File: config.mk
export PLATFORM = sky130hd
export DESIGN_NAME = seq_dffre_arb2
export DESIGN_NICKNAME = d
export VERILOG_FILES = /design/src/rtl/seq_dffre_arb2_pkg.sv /design/src/rtl/seq_dffre_arb2_reg.sv /design/src/rtl/seq_dffre_arb2.sv
export SDC_FILE = /design/constraint.sdc
export NUM_CORES = 1
export LEC_CHECK = 0
export ABC_AREA = 0
export CAP_MARGIN = 20
export CORE_MARGIN = 1.5
export CORE_UTILIZATION = 35
export CTS_BUF_LIST = sky130_fd_sc_hd__clkbuf_4 sky130_fd_sc_hd__clkbuf_8
export CTS_CLUSTER_SIZE = 25
export DETAILED_ROUTE_END_ITERATION = 7
export GPL_TIMING_DRIVEN = 0
export HOLD_SLACK_MARGIN = 0.08
export PLACE_DENSITY_LB_ADDON = 0.25
export SLEW_MARGIN = 20
export SYNTH_ARGS = -nofsm -noshare
export SYNTH_HDL_FRONTEND = slang
export SYNTH_SLANG_ARGS = --single-unit
File: constraint.sdc
create_clock -name clk -period 1.6 [get_ports clk]
set_input_delay 0.32 -clock clk [delete_from_list [all_inputs] [get_ports clk]]
set_output_delay 0.32 -clock clk [all_outputs]
set_load 0.01 [all_outputs]
File: src/rtl/seq_dffre_arb2_pkg.sv
// Shared types and constants for the two-requester arbitrated register.
// Holds the requester-id enum, the write-counter width and a small
// helper that names the requester on the other side of the arbiter.
package seq_dffre_arb2_pkg;

  // Requester identifiers; also used as the round-robin priority pointer.
  typedef enum logic {
    REQ0 = 1'b0,
    REQ1 = 1'b1
  } req_id_t;

  // Width of the optional accepted-write counter.
  localparam int COUNT_W = 8;

  // The requester that did not win, i.e. the one that gets priority next.
  function automatic req_id_t other_req(input req_id_t id);
    return (id == REQ0) ? REQ1 : REQ0;
  endfunction

endpackage

File: src/rtl/seq_dffre_arb2_reg.sv
// NBITS-wide storage register with synchronous active-high reset and a
// write enable. Reset wins over enable so a reset edge always restores
// RESET_VALUE regardless of what the arbiter is presenting.
module seq_dffre_arb2_reg #(
  parameter int               NBITS       = 8,
  parameter logic [NBITS-1:0] RESET_VALUE = '0
) (
  input  logic             clk,
  input  logic             reset,
  input  logic             en,
  input  logic [NBITS-1:0] d,
  output logic [NBITS-1:0] q
);

  // Load reset value, else capture d when enabled, else hold.
  always_ff @(posedge clk) begin
    if (reset) begin
      q <= RESET_VALUE;
    end else if (en) begin
      q <= d;
    end
  end

endmodule

File: src/rtl/seq_dffre_arb2.sv
// Two-requester round-robin arbiter in front of a shared register.
// Each cycle at most one requester is granted (rdy) and its data is
// written into q at the next rising edge; q, q_src and q_written follow
// with a latency of one cycle and no bypass. After every write the
// priority pointer moves to the requester that lost, and it holds
// across idle cycles.
// Optional feature: define SEQ_DFFRE_ARB2_COUNT_EN to add the wr_count
// output, an 8-bit wrapping count of accepted writes.
module seq_dffre_arb2
  import seq_dffre_arb2_pkg::*;
#(
  parameter int               NBITS       = 8,
  parameter logic [NBITS-1:0] RESET_VALUE = '0
) (
  input  logic             clk,
  input  logic             reset,
  input  logic             req0_val,
  output logic             req0_rdy,
  input  logic [NBITS-1:0] req0_data,
  input  logic             req1_val,
  output logic             req1_rdy,
  input  logic [NBITS-1:0] req1_data,
  output logic [NBITS-1:0] q,
  output logic             q_src,
  output logic             q_written
`ifdef SEQ_DFFRE_ARB2_COUNT_EN
  ,
  output logic [COUNT_W-1:0] wr_count
`endif
);

  req_id_t          prio;
  req_id_t          src_r;
  req_id_t          winner;
  logic             wr_en;
  logic [NBITS-1:0] wr_data;

  // Grants depend only on the val inputs, the pointer and reset, never on
  // data; the pointer breaks ties so the two grants are mutually exclusive.
  always_comb begin
    req0_rdy = !reset && req0_val && (!req1_val || (prio == REQ0));
    req1_rdy = !reset && req1_val && (!req0_val || (prio == REQ1));
  end

  // Steer the granted requester's data and id towards the storage.
  always_comb begin
    wr_en   = req0_rdy || req1_rdy;
    winner  = req1_rdy ? REQ1 : REQ0;
    wr_data = req1_rdy ? req1_data : req0_data;
  end

  seq_dffre_arb2_reg #(
    .NBITS       (NBITS),
    .RESET_VALUE (RESET_VALUE)
  ) u_reg (
    .clk   (clk),
    .reset (reset),
    .en    (wr_en),
    .d     (wr_data),
    .q     (q)
  );

  // Track who wrote last, whether anything was written, and hand priority
  // to the loser after each write; all of it holds when nothing is written.
  always_ff @(posedge clk) begin
    if (reset) begin
      prio      <= REQ0;
      src_r     <= REQ0;
      q_written <= 1'b0;
    end else if (wr_en) begin
      prio      <= other_req(winner);
      src_r     <= winner;
      q_written <= 1'b1;
    end
  end

  assign q_src = src_r;

`ifdef SEQ_DFFRE_ARB2_COUNT_EN
  // Count accepted writes, wrapping naturally at the counter width.
  always_ff @(posedge clk) begin
    if (reset) begin
      wr_count <= '0;
    end else if (wr_en) begin
      wr_count <= wr_count + COUNT_W'(1);
    end
  end
`endif

endmodule

==> results.yml <==
drt:
  drt_first_iter_violations: 9
  vias: 584
  routedWlPerCell_um: 13.1
  drc_errors: 0
  ant_nets: 0
  drt_first_pass_iters: 4
  vias_per_cell: 5.12
  wl_mm: 1.49
power_and_ir_drop:
  ir_drop_v: 0.000597
  intPower_w: 0.000530
  swShare_pct: 27.4
  clockPowerShare_pct: 29.9
  power_frac_comb_pct: 27.9
  seq_power_share_pct: 42.2
  p_sw_w: 0.000200
  power_density_nw_per_um2: 774
  p_leak_nw: 0.386
synthesis:
  ys_ff_latch: 11
  postSynthCellCount: 61
  synth-edff-count: 0
  ys_types: 17
  async_flop_share_pct: 0
  syn-num-nets: 81
  synth.avg_cell_area_um2: 9.44
  synth_top_area_share_pct: 38.3
  yosys-top-cells-count: "dfxtp_1 (11), nor2_1 (11), a2111oi_2 (8), a211oi_1 (8), inv_1 (8)"
  yosysWarnings: 0
  ys.flop_type: "dfxtp_1"
  seq_area_frac_synth_pct: 38.3
  syn_area_um2: 576
  synthTopCellsByArea: "dfxtp_1 (38%), a2111oi_2 (21%), a211oi_1 (10%), nor2_1 (7.2%), buf_6 (5.9%)"
  synth_top_cell_by_area: "dfxtp_1"
final_layout:
  nets: 119
  drive_above_1_share_pct: 24.5
  seq_area_um2: 221
  n_antenna_cell: 0
  final_cells: 114
  area.growth.synth_to_final_pct: 63.7
  n_fill_cell: 139
  multi_input_area_um2: 290
sta:
  hold_ws_ns: 0.337
  fin_skew_ns: 0.00472
  setup_viol: 0
  fmax_mhz: 652
  finalCritPeriodShare_pct: 95.8
  worst_pin_slew_ns: 0.665
  rsz0062_at_grt: "no"
  period_needed_ns: 1.53
  fin_setup_tns_ns: 0
  setup_ws_ns: 0.0672
  drv_slew: 0
  relSlewSlack_pct: 55.7
  final-hold-violation-count: 0
setup_path:
  crit_fanout: 2
  crit_required_ns: 1.28
  path_cells: "buf_4, a21oi_2, and2_1, clkdlybuf4s15_1"
  critPathLaunchType: "flip-flop"
  worst_setup_path_end_kind: "output port"
  worstPathArrival_ns: 1.21
  critPathBufInv: 2
  crit_slowest_cell: "dfxtp_2"
  crit_type: "flip-flop to output port"
  max_stage_delay_ns: 0.32
  crit_family: "buffers and inverters"
global_route:
  grt_pass1_wl_mm: 2.40
  overflow: 0
  grt_start_max_net_pins: 11
  antenna_found_initial: 0
  grt_util_all_layers_pct: 17.0
  grt_pass1_vias: 566
min_path:
  hold_path.class: "input port to flip-flop"
placed_design:
  dp_hpwl_mm: 1.04
  gp_congestion: 0.658
  dp.cells: 108
  preCtsSetupSlack_ns: -0.755
  port_buffers: 31
clock_tree:
  postCtsHoldBufs: 0
  clk_path_buf_depth: 2
  clk_pin_slew_ns: 0.08
  cts_tree: "built"
  cts_made_buffers: 3
  h-tree-depth: 1
  insertion_delay_ns: 0.27
  root_buffer: "clkbuf_4"
  clock-sinks: 11
floorplanning:
  coreArea_um2: 1520
  die_y_um: 43.6
  start_util_pct: 37.8
  die_w_um: 43.6
  pin_count: 32
  std_cell_rows: 14
  die-area_um2: 1900
run_status:
  status: "completed"
job:
  drv_cap: 0
what timing repair did:
item                       in CTS  in global routing
setup endpoints to repair       4                  2
setup buffers                   3                  0
resized for setup              11                  3
registers in the layout, indices dropped and copies added (netlist names):
name       count
prio           1
u_reg.q        8
q_src          1
q_written      1
worst register-to-register path: stages (launching register included):
cell,delay [ns]
dfxtp_2,0.32
nand2b_1,0.14
buf_6,0.14
and2_4,0.16
buf_4,0.18
a2111oi_2,0.36
cell families (layout without fill, tap and decap cells):
kind of cell / Yosys count / in the layout / share of synthesized area (%)
buf+inv: 13 / 50 / 12.4
compound gates: 20 / 20 / 35.7
flops: 11 / 11 / 38.3
simple gates: 17 / 17 / 13.7
final cells by class:
class	instances	area share (%)
plain buffers	4	3.19
clock buffers	4	3.19
inverters	8	3.19
multi-input cells	37	30.8
flip-flops and latches	11	23.5
well taps	16	2.12
repair buffers	34	34.0
worst paths after layout:
| check | start | to | depth (start not counted) | slack (ns) |
|---|---|---|---|---|
| min reg2reg | q_written$_SDFFE_PP0P_ | q_written$_SDFFE_PP0P_ | 2 | 0.48 |
| max reg2reg | prio$_SDFFE_PP0P_ | u_reg.q[5]$_SDFFE_PP0P_ | 5 | 0.20 |
| max | prio$_SDFFE_PP0P_ | req0_rdy | 4 | 0.07 |
| min | req1_val | q_src$_SDFFE_PP0P_ | 3 | 0.34 |
power groups by stage:
stage | logic, W | registers, W | clock network, W
after global placement | 0.000199 | 0.000314 | 0
after detailed placement | 0.000202 | 0.000315 | 0
final | 0.000204 | 0.000308 | 0.000218
after global routing | 0.000219 | 0.000310 | 0.000231
after CTS | 0.000206 | 0.000308 | 0.000220
after floorplan | 0.0000840 | 0.000324 | 0
metal layers:
metal  GRT usage [%]  vias up  wire length (um)
met5               0        -                 0
met4            7.27        0                20
met3            5.83        4               102
met2            26.8       20               700
met1            21.1      269               664
li1                -      291                 -
metrics by stage:
| stage | instance area, um^2 | util (%) | total power [W] |
|---|---|---|---|
| 4_1_cts | 952 | 62.5 | 0.000734 |
| 2_1_floorplan | 576 | - | 0.000408 |
| 3_5_place_dp | 906 | 59.4 | 0.000517 |
| 6_report | 942 | 61.8 | 0.000730 |
| 3_3_place_gp | 906 | 59.4 | 0.000513 |
| 5_1_grt | 942 | 61.8 | 0.000759 |
cells in the final DEF (no fill, tap or decap), types with 2 or more instances in the layout:
cell type / netlist / final
clkdlybuf4s50_1: 0 / 26
nor2_1: 11 / 11
dfxtp_1: 11 / 10
inv_1: 8 / 8
a211oi_1: 8 / 8
a2111oi_2: 8 / 8
clkbuf_4: 0 / 4
buf_4: 0 / 3
buf_6: 3 / 2
dlygate4sd2_1: 0 / 2
Power figures use the tool's default switching activity.
